--- config.mk ---
export PLATFORM = sky130hd
export DESIGN_NAME = load_store_unit
export DESIGN_NICKNAME = d
export VERILOG_FILES = /design/src/rtl/argon_pkg.sv /design/src/rtl/lsu_decode.sv /design/src/rtl/load_store_unit.sv
export SDC_FILE = /design/constraint.sdc
export NUM_CORES = 1
export LEC_CHECK = 0
export CELL_PAD_IN_SITES_DETAIL_PLACEMENT = 1
export CELL_PAD_IN_SITES_GLOBAL_PLACEMENT = 1
export CORE_MARGIN = 2
export CORE_UTILIZATION = 20
export CTS_BUF_LIST = sky130_fd_sc_hd__clkbuf_4 sky130_fd_sc_hd__clkbuf_8
export CTS_CLUSTER_DIAMETER = 150
export CTS_CLUSTER_SIZE = 30
export DETAILED_ROUTE_END_ITERATION = 7
export PLACE_DENSITY_LB_ADDON = 0.1
export SLEW_MARGIN = 20
export SYNTH_ARGS = -nofsm -noshare
export SYNTH_HDL_FRONTEND = slang
export SYNTH_SLANG_ARGS = --single-unit
--- constraint.sdc ---
create_clock -name i_clk -period 6 [get_ports i_clk]
set_input_delay 1.5 -clock i_clk [delete_from_list [all_inputs] [get_ports i_clk]]
set_output_delay 1.5 -clock i_clk [all_outputs]
set_load 0.02 [all_outputs]
--- src/rtl/argon_pkg.sv ---
// Shared load/store types and memory-port mask encodings.
// The data memory model uses the same constants.
package argon_pkg;

  localparam logic [1:0] WRMASK_N = 2'd0;
  localparam logic [1:0] WRMASK_B = 2'd1;
  localparam logic [1:0] WRMASK_H = 2'd2;
  localparam logic [1:0] WRMASK_W = 2'd3;

  localparam logic [2:0] RDMASK_W  = 3'd0;
  localparam logic [2:0] RDMASK_HZ = 3'd1;
  localparam logic [2:0] RDMASK_BZ = 3'd2;
  localparam logic [2:0] RDMASK_HE = 3'd3;
  localparam logic [2:0] RDMASK_BE = 3'd4;
  localparam logic [2:0] RDMASK_XX = 3'd5;

  typedef enum logic [3:0] {
    OP_LB  = 4'd0,
    OP_LH  = 4'd1,
    OP_LW  = 4'd2,
    OP_LBU = 4'd3,
    OP_LHU = 4'd4,
    OP_SB  = 4'd5,
    OP_SH  = 4'd6,
    OP_SW  = 4'd7
  } lsu_op_t;

  typedef enum logic [1:0] {
    ERR_NONE  = 2'd0,
    ERR_ALIGN = 2'd1,
    ERR_RANGE = 2'd2,
    ERR_OP    = 2'd3
  } lsu_err_t;

endpackage

--- src/rtl/lsu_decode.sv ---
// Op/address decode: memory masks and fault code.
// Pure combinational, evaluated in the accept cycle.
module lsu_decode
  import argon_pkg::*;
#(
  parameter int unsigned ADDR_LIMIT = 4096
) (
  input  logic [3:0]  op,
  input  logic [31:0] addr,
  output logic        is_load,
  output logic [1:0]  wr_mask,
  output logic [2:0]  rd_mask,
  output lsu_err_t    err
);

  logic illegal;
  logic mis;
  logic oor;

  assign oor = (addr >= ADDR_LIMIT);

  // Op decode into masks and alignment requirement
  always_comb begin
    is_load = 1'b0;
    wr_mask = WRMASK_N;
    rd_mask = RDMASK_XX;
    illegal = 1'b0;
    mis     = 1'b0;
    unique case (op)
      OP_LB:  begin is_load = 1'b1; rd_mask = RDMASK_BE; end
      OP_LH:  begin is_load = 1'b1; rd_mask = RDMASK_HE; mis = addr[0]; end
      OP_LW:  begin is_load = 1'b1; rd_mask = RDMASK_W;  mis = |addr[1:0]; end
      OP_LBU: begin is_load = 1'b1; rd_mask = RDMASK_BZ; end
      OP_LHU: begin is_load = 1'b1; rd_mask = RDMASK_HZ; mis = addr[0]; end
      OP_SB:  wr_mask = WRMASK_B;
      OP_SH:  begin wr_mask = WRMASK_H; mis = addr[0]; end
      OP_SW:  begin wr_mask = WRMASK_W; mis = |addr[1:0]; end
      default: illegal = 1'b1;
    endcase
  end

  // Fault priority: illegal, then misaligned, then range
  always_comb begin
    err = ERR_NONE;
    unique case (1'b1)
      illegal:               err = ERR_OP;
      !illegal && mis:       err = ERR_ALIGN;
      !illegal && !mis && oor: err = ERR_RANGE;
      default:               err = ERR_NONE;
    endcase
  end

endmodule

--- src/rtl/load_store_unit.sv ---
// Single-outstanding load/store unit with registered response.
// Memory does extension; captured read data passes through as is.
module load_store_unit
  import argon_pkg::*;
#(
  parameter int unsigned ADDR_LIMIT = 4096
) (
  input  logic        i_clk,
  input  logic        i_reset,
  input  logic        i_req_valid,
  output logic        o_req_ready,
  input  logic [3:0]  i_req_op,
  input  logic [31:0] i_req_addr,
  input  logic [31:0] i_req_wdata,
  input  logic [4:0]  i_req_rd,
  output logic        o_rsp_valid,
  input  logic        i_rsp_ready,
  output logic [31:0] o_rsp_data,
  output logic [4:0]  o_rsp_rd,
  output logic [1:0]  o_rsp_err,
  output logic [31:0] o_mem_address,
  output logic [31:0] o_mem_wr_data,
  output logic [1:0]  o_mem_wr_mask,
  output logic [2:0]  o_mem_rd_mask,
  input  logic [31:0] i_mem_rd_data
);

  typedef enum logic [1:0] {
    IDLE      = 2'd0,
    LOAD_WAIT = 2'd1,
    RESP      = 2'd2
  } state_t;

  state_t   state;
  state_t   state_n;
  logic     is_load;
  logic [1:0] dec_wr;
  logic [2:0] dec_rd;
  lsu_err_t dec_err;
  logic     accept;
  logic     ok;

  logic [31:0] rsp_data;
  logic [4:0]  rsp_rd;
  lsu_err_t    rsp_err;

  lsu_decode #(
    .ADDR_LIMIT(ADDR_LIMIT)
  ) u_dec (
    .op     (i_req_op),
    .addr   (i_req_addr),
    .is_load(is_load),
    .wr_mask(dec_wr),
    .rd_mask(dec_rd),
    .err    (dec_err)
  );

  assign o_req_ready = (state == IDLE) && !i_reset;
  assign accept      = i_req_valid && o_req_ready;
  assign ok          = (dec_err == ERR_NONE);
  assign o_rsp_valid = (state == RESP);
  assign o_rsp_data  = rsp_data;
  assign o_rsp_rd    = rsp_rd;
  assign o_rsp_err   = rsp_err;

  // State register
  always_ff @(posedge i_clk) begin
    if (i_reset) state <= IDLE;
    else         state <= state_n;
  end

  // Next state: loads wait one cycle for memory data
  always_comb begin
    state_n = state;
    unique case (state)
      IDLE: begin
        if (accept)
          state_n = (is_load && ok) ? LOAD_WAIT : RESP;
      end
      LOAD_WAIT: state_n = RESP;
      RESP: begin
        if (i_rsp_ready) state_n = IDLE;
      end
      default: state_n = IDLE;
    endcase
  end

  // Memory port is active only in an error-free accept cycle
  always_comb begin
    o_mem_address = 32'd0;
    o_mem_wr_data = 32'd0;
    o_mem_wr_mask = WRMASK_N;
    o_mem_rd_mask = RDMASK_XX;
    if (accept && ok) begin
      o_mem_address = i_req_addr;
      o_mem_wr_data = i_req_wdata;
      o_mem_wr_mask = dec_wr;
      o_mem_rd_mask = dec_rd;
    end
  end

  // Response register: set at accept, load data filled in LOAD_WAIT
  always_ff @(posedge i_clk) begin
    if (i_reset) begin
      rsp_data <= 32'd0;
      rsp_rd   <= 5'd0;
      rsp_err  <= ERR_NONE;
    end else if (accept) begin
      rsp_data <= 32'd0;
      rsp_err  <= dec_err;
      rsp_rd   <= (ok && !is_load) ? 5'd0 : i_req_rd;
    end else if (state == LOAD_WAIT) begin
      rsp_data <= i_mem_rd_data;
    end
  end

endmodule

-- After elaboration in Yosys (flattened, before gate mapping)
Cells that the tools add are included.
W data, S select, Z words.
- eq/ne operators: 11
- reductions and logical operators: 21
- mux-type cells: 15
- magnitude comparators: 1
- operator list (operator ; count):
    $mux W32 ; 2
    $ge A32 B13 Y1 const B ; 1
    $pmux W2 S3 ; 3
    $eq A4 B3 Y1 const B ; 4
    $pmux W3 S5 ; 1
    $eq A4 B2 Y1 const B ; 2
    $logic_and A1 B1 Y1 ; 8
    $mux W2 ; 4
    $reduce_or A8 Y1 ; 1
    $reduce_or A2 Y1 ; 3
    $mux W5 ; 1
    $reduce_or A5 Y1 ; 1
    $eq A4 B1 Y1 const B ; 1
    $logic_not A2 Y1 ; 2
    $logic_not A4 Y1 ; 1
    $logic_not A1 Y1 ; 3
    $mux W3 ; 1
    $reduce_or A3 Y1 ; 1
    $eq A2 B1 Y1 const B ; 1
    $eq A2 B2 Y1 const B ; 1
    $mux W1 ; 2
    $ne A2 B1 Y1 const B ; 1
    $ne A2 B2 Y1 const B ; 1
    $pmux W1 S2 ; 1
    $reduce_and A2 Y1 ; 1
- logic and storage cells: 52
- input bits: 109
- register bits: 41

-- Depth between registers and ports, before layout
Gate-level depths: netlist of the first run.
- depth after elaboration: 12
- gate-level depth with buffers: 8
- mapped depth without buffers: 5

-- Cells and area by module
Synthesis of the first run repeated with hierarchy kept, for this count alone.
- cells, all modules: 279
- area total of the unflattened synthesis: 2087.0 sq um
- by module, submodules not included (module ; cells an instance ; instances ; area each (sq um)):
    load_store_unit ; 252 ; 1 ; 1923.1
    lsu_decode ; 27 ; 1 ; 163.9

-- Worst setup path before layout of the first run
Ideal clock, no wire load.
- path kind: input to output
- start point: in i_reset
- end point: out o_mem_wr_mask[0]
- buffers on the path: 3
- arrival time: 2879 ps
- path slack: 1621 ps
- stages: 7
- path through: buf_4 -> nor3_2 -> and2_1 -> buf_2 -> and3_4 -> buf_6 -> and3_1
- word-level cells in the longest chain between the ends: 5
- ends and longest elaborated chain (what ; RTL line ; RTL):
    start, declared ; load_store_unit.sv:9 ; input logic i_reset,
    $logic_not A1 Y1 ; load_store_unit.sv:58 ; assign o_req_ready = (state == IDLE) && !i_reset;
    $logic_and A1 B1 Y1 ; load_store_unit.sv:58 ;
    named net o_req_ready ; load_store_unit.sv:11 ; output logic o_req_ready,
    $logic_and A1 B1 Y1 ; load_store_unit.sv:59 ; assign accept = i_req_valid && o_req_ready;
    $logic_and A1 B1 Y1 ; load_store_unit.sv:94 ; if (accept && ok) begin
    $mux W2 ; load_store_unit.sv:94 ;
    end, declared ; load_store_unit.sv:23 ; output logic [1:0] o_mem_wr_mask,
The timed path passes the listed nets, and every way through them passes these cells.

-- Worst setup path in the final report of the first run
- start point: in i_req_op[2]
- end point: out o_mem_wr_data[10]
- word-level cells in the longest chain between the ends: 10
- elaborated cells on any way between the ends: 21
- those cells by class: 7 x eq/ne; 4 x mux; 10 x reduce/logical
- ends and longest elaborated chain (what ; RTL line ; RTL):
    start, declared ; load_store_unit.sv:12 ; input logic [3:0] i_req_op,
    $eq A4 B1 Y1 (tied with other cells) ; lsu_decode.sv:29 ; unique case (op)
    $reduce_or A3 Y1 (no source line) or $reduce_or A2 Y1 (tied branches) ; -- ;
    $pmux W1 S2 ; lsu_decode.sv:29 ;
    $logic_not A1 Y1 ; lsu_decode.sv:48 ; !illegal && !mis && oor: err = ERR_RANGE;
    $logic_and A1 B1 Y1 (2 in a row) ; lsu_decode.sv:48 ;
    $pmux W2 S3 * ; lsu_decode.sv:45 ; unique case (1'b1)
    $logic_not A2 Y1 * ; load_store_unit.sv:60 ; assign ok = (dec_err == ERR_NONE);
    $logic_and A1 B1 Y1 * ; load_store_unit.sv:94 ;
    $mux W32 * ; load_store_unit.sv:94 ;
    end, declared ; load_store_unit.sv:22 ; output logic [31:0] o_mem_wr_data,
Every way passes the cells marked *; elsewhere a longest branch is shown, timed or not.

==> results of run 1 <==
==> power groups by stage <==
stage               clock network (uW)  registers, uW  logic [uW]
floorplan                            0            290        42.7
global placement                     0            285         123
detailed placement                   0            285         124
CTS                                279            279         125
global route                       294            280         133
finish                             268            279         123
==> flip-flops by register name, summed over array words and instances, names as in the netlist <==
register,flops
o_rsp_err,2
o_rsp_data,32
o_rsp_rd,5
state,2
==> worst max path at each step <==
| stage | from | to | slack, ps |
|---|---|---|---|
| finish | i_req_op[2] | o_mem_wr_data[10] | 440 |
| global route | i_req_op[2] | o_mem_wr_data[10] | 280 |
| global placement | i_req_op[2] | o_mem_wr_data[10] | 430 |
| floorplan | i_reset | o_mem_wr_mask[0] | 1620 |
| detailed placement | i_req_op[2] | o_mem_wr_data[10] | 390 |
| CTS | i_req_op[2] | o_mem_wr_data[10] | 390 |
==> logic make-up after synthesis <==
logic type | synth area share (%)
XOR/XNOR | 0.4121
other | 0.1764
AO/OA/AOI/OAI | 13.01
AND/OR/NAND/NOR | 33.37
flip-flops | 38.61
buffers and inverters | 14.42
==> critical path: cells and delay by family <==
kind,cells,cell delay [ps]
simple gates,3,720
buf+inv,2,1330
compound gates,2,490
==> area by class of cell <==
class	instances	share of cell area [%]
Tap cell	136	4.004
Multi-Input combinational cell	211	25.23
Sequential cell	41	19.31
Clock inverter	3	1.619
Timing Repair Buffer	203	47.51
Clock buffer	5	1.619
Inverter	8	0.7065
==> cell usage in the layout, fill, tap and decap left out, types with 2 or more instances in the layout <==
cell / instances
clkdlybuf4s50_1: 198
nand2_1: 71
and2_1: 45
dfxtp_1: 41
a21oi_1: 36
conb_1: 20
inv_1: 8
nor4_1: 5
o32ai_1: 5
clkbuf_8: 5
buf_4: 5
nor2_1: 4
nor2b_1: 3
and3_1: 3
nand3_1: 2
nand2b_1: 2
bufinv_16: 2
==> routing by layer <==
metal	vias to the layer above	GRT usage, %	share of wire [%]
met5	-	0	0
met4	0	2.597	0.88
met3	7	6.748	10
met2	104	29.75	53
met1	1112	14.95	35
li1	1237	-	-
==> stage by stage <==
| stage | util, % | std cells | area [um^2] | power [uW] |
|---|---|---|---|---|
| after floorplan | - | 300 | 2197 | 332.5 |
| after global placement | 39.84 | 599 | 4113 | 408.2 |
| after detailed placement | 39.84 | 599 | 4113 | 409.1 |
| after CTS | 41.17 | 607 | 4250 | 682.4 |
| after global routing | 41.17 | 607 | 4250 | 706.0 |
| final | 41.17 | 607 | 4250 | 670.5 |
==> impl_metrics.py, run 1 <==
metrics = {
    "outcome": {
        "status": "finished clean",
    },
    "timing": {
        "finalWorstSetupSlack_ps": 439.1,
        "layout_min_cycle_time_ps": 5561,
        "slew_headroom_pct": 57.71,
        "maxSlewViolCount": 0,
        "fmax_mhz": 179.8,
        "tightest_slew_ps": 631.5,
        "hold_viol": 0,
        "fin_skew_ps": 9.573,
        "fin_hold_ws_ps": 455.6,
        "rsz0062_at_grt": "no",
        "setup_viol": 0,
        "tns_ps": 0,
        "post-route-period-util_pct": 92.68,
    },
    "synthesis": {
        "syn_inst": 281,
        "yosysSeqAreaShare_pct": 38.61,
        "synth_flop_cell": "dfxtp_1",
        "synth.distinct_cells": 31,
        "synth_common_cells": "71 x nand2_1, 45 x and2_1, 41 x dfxtp_1",
        "yosys_warnings": 0,
        "ys_top_cells_by_area": "dfxtp_1 39%, and2_1 13%, nand2_1 13%",
        "ys_seq_elements": 41,
        "async_flop_share_pct": 0,
        "synth_area_um2": 2126,
        "syn_avg_cell_area_um2": 7.565,
        "synth_edf_count": 0,
        "yosys.area.top_type": "dfxtp_1",
        "synth_top_area_share_pct": 38.61,
        "yosysMostFrequentCell": "nand2_1",
    },
    "critical_path": {
        "cp-end-kind": "output port",
        "r2r-start": "state[0]",
        "crit_chain": "clkdlybuf4s50_1 -> nor2b_1 -> a211o_1 -> a21oi_2 -> and3_4 -> and2_1 -> clkdlybuf4s50_1",
        "r2r_setup_slack_ps": 4400,
        "arrival_ps": 4060,
        "crit_path_max_incr_delay_ps": 690,
        "cp_max_fo": 50,
        "crit_required_ps": 4500,
        "r2r_cells": 4,
        "crit_type": "input port to output port",
        "start_kind": "input port",
        "r2r-end": "o_rsp_data[14]",
        "crit_top_cell": "clkdlybuf4s50_1",
        "crit_path_top_delay_cell": "clkdlybuf4s50_1",
    },
    "pwr": {
        "power.switching_uw": 149.1,
        "p_per_area_nw_per_um2": 157.7,
        "p_sw_share_pct": 22.23,
        "combPwrFrac_pct": 18.4,
        "seq_power_share_pct": 41.6,
        "intPower_uw": 521.4,
        "vdd_ir_drop_max_mv": 0.1185,
        "power.share.clock_pct": 40.0,
        "leakage_uw": 0.001530,
    },
    "grt": {
        "grt_max_degree": 51,
        "overflow": 0,
        "grt_pass1_vias": 2545,
        "grt_pass1_wl_um": 13500,
        "grtUsageTotal_pct": 15.30,
        "antenna_found_initial": 0,
    },
    "worst_hold_path": {
        "worstHoldPathCells": 2,
        "holdCritPathClass": "flip-flop to flip-flop",
        "worst_hold_path.endpoint": "o_rsp_data[9]",
        "hold_start": "o_rsp_data[9]",
    },
    "placement": {
        "gp_congestion": 0.7982,
        "place_ws_ps": 391.6,
        "numPortBuffers": 198,
        "place.detailed.hpwl_um": 7451,
    },
    "finish": {
        "ff_latch_area_um2": 820.8,
        "fill_cells": 1262,
        "antenna_cells": 0,
        "nets": 579,
        "drive_above_1_share_pct": 3.609,
        "multi_input_area_um2": 1072,
        "area_growth_pct": 99.94,
    },
    "die": {
        "floorplan.rows": 37,
        "fp.dieH_um": 107.1,
        "io_pins": 219,
        "start_util_pct": 20.59,
        "core_area_um2": 10320,
        "die_area_um2": 11470,
        "die_width_um": 107.1,
    },
    "clock_network": {
        "numCtsBuffers": 5,
        "cts.hold.buffers_added": 0,
        "cts_max_level": 2,
        "cts_tree": "built",
        "postCtsSetupBuffers": 0,
        "cts.sinks": 41,
        "clockRootBuffer": "clkbuf_8",
        "clk_latency_ps": 290,
        "cts_buffer_depth": 2,
        "clk_pin_slew_ps": 80,
        "cts_resized": 0,
    },
    "detailed_routing": {
        "first_iter_violations": 66,
        "num_vias": 2460,
        "viasPerCell": 4.053,
        "avgRoutedWirePerCell_um": 14.89,
        "wirelength_um": 9040,
        "drc": 0,
        "ant_nets": 0,
        "drt_first_pass_iters": 4,
    },
    "job": {
        "max_cap_violations": 0,
    },
}
Note: power is estimated with default switching activity, not from simulation.
==> run 2: changes to the inputs <==
--- a/config.mk
+++ b/config.mk
@@ -5,6 +5,7 @@
 export SDC_FILE = /design/constraint.sdc
 export NUM_CORES = 1
 export LEC_CHECK = 0
+export CAP_MARGIN = 40
 export CELL_PAD_IN_SITES_DETAIL_PLACEMENT = 1
 export CELL_PAD_IN_SITES_GLOBAL_PLACEMENT = 1
 export CORE_MARGIN = 2
==> results of run 2 <==
Same layout as run 1: the final DEF is identical, and so are final timing and power.
==> run 3: changes to the inputs <==
--- a/config.mk
+++ b/config.mk
@@ -9,7 +9,7 @@
 export CELL_PAD_IN_SITES_DETAIL_PLACEMENT = 1
 export CELL_PAD_IN_SITES_GLOBAL_PLACEMENT = 1
 export CORE_MARGIN = 2
-export CORE_UTILIZATION = 20
+export CORE_UTILIZATION = 19
 export CTS_BUF_LIST = sky130_fd_sc_hd__clkbuf_4 sky130_fd_sc_hd__clkbuf_8
 export CTS_CLUSTER_DIAMETER = 150
 export CTS_CLUSTER_SIZE = 30
==> constraint.sdc (replaced) <==
create_clock -name i_clk -period 6.1 [get_ports i_clk]
set_input_delay 1.525 -clock i_clk [delete_from_list [all_inputs] [get_ports i_clk]]
set_output_delay 1.525 -clock i_clk [all_outputs]
set_load 0.02 [all_outputs]
==> impl_metrics.py, run 3 (synthesis gave the netlist of run 1 again) <==
metrics = {
    "critical_path": {
        "crit_chain": "clkdlybuf4s50_1 -> nor2b_1 -> a211o_1 -> a21oi_2 -> and3_4 -> and2_1 -> clkdlybuf4s50_1",
        "crit_top_cell": "clkdlybuf4s50_1",
        "crit_path_top_delay_cell": "clkdlybuf4s50_1",
        "crit_family": "buffers and inverters",
        "cp-end-kind": "output port",
        "cp_max_fo": 50,
        "cp_num_buf_inv": 2,
        "start_kind": "input port",
        "arrival_ps": 4080,
        "crit_type": "input port to output port",
        "crit_path_max_incr_delay_ps": 650,
        "crit_required_ps": 4580,
    },
    "die": {
        "die_area_um2": 12050,
        "die_width_um": 109.8,
        "start_util_pct": 19.52,
        "io_pins": 219,
        "floorplan.rows": 38,
        "fp.dieH_um": 109.8,
        "core_area_um2": 10890,
    },
    "pwr": {
        "vdd_ir_drop_max_mv": 0.08118,
        "power.share.clock_pct": 31.5,
        "p_per_area_nw_per_um2": 137.6,
        "seq_power_share_pct": 47.5,
        "intPower_uw": 437.1,
        "p_sw_share_pct": 24.35,
        "leakage_uw": 0.001500,
        "power.switching_uw": 140.7,
        "combPwrFrac_pct": 20.9,
    },
    "grt": {
        "grt_pass1_wl_um": 13620,
        "antenna_found_initial": 0,
        "grt_pass1_vias": 2527,
        "grt_max_degree": 51,
        "overflow": 0,
        "grtUsageTotal_pct": 14.77,
    },
    "timing": {
        "rsz0062_at_grt": "no",
        "post-route-period-util_pct": 91.85,
        "maxSlewViolCount": 0,
        "setup_viol": 0,
        "tightest_slew_ps": 657.3,
        "fmax_mhz": 178.5,
        "fin_skew_ps": 9.427,
        "tns_ps": 0,
        "hold_viol": 0,
        "slew_headroom_pct": 55.98,
        "finalWorstSetupSlack_ps": 497.1,
        "layout_min_cycle_time_ps": 5603,
    },
    "finish": {
        "layout_commonest_cell": "clkdlybuf4s50_1",
        "stdcell_area_um2": 4200,
        "area_growth_pct": 97.59,
        "antenna_cells": 0,
        "utilization_pct": 38.58,
        "layout_common_cells": "198 x clkdlybuf4s50_1, 71 x nand2_1, 45 x and2_1",
        "multi_input_area_um2": 1072,
        "fill_cells": 1357,
        "ff_latch_area_um2": 820.8,
        "nets": 578,
        "largest_register_ffs": 32,
        "drive_above_1_share_pct": 3.412,
    },
    "outcome": {
        "status": "finished clean",
    },
    "placement": {
        "place_ws_ps": 457.5,
        "place_area_um2": 4110,
        "gp_congestion": 0.7474,
        "place.detailed.hpwl_um": 7558,
        "numPortBuffers": 198,
    },
    "detailed_routing": {
        "drt_first_pass_iters": 4,
        "drc": 0,
        "avgRoutedWirePerCell_um": 15.05,
        "first_iter_violations": 66,
        "ant_nets": 0,
        "wirelength_um": 9163,
        "num_vias": 2504,
        "viasPerCell": 4.112,
    },
    "clock_network": {
        "clockRootBuffer": "clkbuf_8",
        "numCtsBuffers": 5,
        "clk_pin_slew_ps": 80,
        "clk_latency_ps": 290,
        "cts_resized": 0,
        "cts.hold.buffers_added": 0,
        "cts.sinks": 41,
        "cts_max_level": 2,
        "cts_buffer_depth": 2,
        "postCtsSetupBuffers": 0,
        "cts_tree": "built",
    },
    "worst_hold_path": {
        "holdCritPathClass": "flip-flop to flip-flop",
    },
    "job": {
        "max_cap_violations": 0,
    },
}
[run 3: cell types whose count changed in the layout (fill, tap and decap cells not counted), sizes merged]
cell      delta
bufinv       -2
inv          -1
buf          -1
clkinvlp     +1
clkbuf       +1
[run 3: power by group through the flow]
stage	Sequential (uW)	Combinational [uW]	Clock, uW
2_1_floorplan	285	42.0	0
3_3_place_gp	281	121	0
3_5_place_dp	281	122	0
4_1_cts	275	122	192
5_1_grt	275	130	203
6_report	275	121	182
[run 3: worst paths after layout]
kind	from	endpoint	slack, ps	cells past startpoint
setup / recovery	i_req_op[1]	o_mem_wr_data[21]	500	7
hold / removal	o_rsp_data[12]	o_rsp_data[12]	460	2
setup reg to reg	state[0]	o_rsp_data[31]	4360	5
hold reg to reg	o_rsp_data[12]	o_rsp_data[12]	460	2
[run 3: area by class of cell]
class / instances / share of cell area [%]
Clock buffer: 6 / 1.966
Sequential cell: 41 / 19.54
Inverter: 8 / 0.7149
Clock inverter: 1 / 0.1787
Timing Repair Buffer: 202 / 47.90
Multi-Input combinational cell: 211 / 25.53
Tap cell: 140 / 4.170
[run 3: worst min-delay path, cell delays in order (launching register included)]
cell	delay (ps)
dfxtp_1	310
nand2_1	50
a21oi_1	50
[run 3: metal layers]
metal	track usage (%)	wire, um
met5	0	0
met4	3.074	104
met1	14.65	3201
met3	6.106	936
met2	28.53	4921
[run 3: stage by stage]
| step | total power (uW) | cells | hold WS [ps] |
|---|---|---|---|
| after global placement | 401.8 | 602 | 440.6 |
| after CTS | 589.4 | 609 | 458.3 |
| after global routing | 607.3 | 609 | 482.0 |
| after floorplan | 327.1 | 300 | 534.5 |
| final | 577.8 | 609 | 455.2 |
| after detailed placement | 402.5 | 602 | 446.4 |
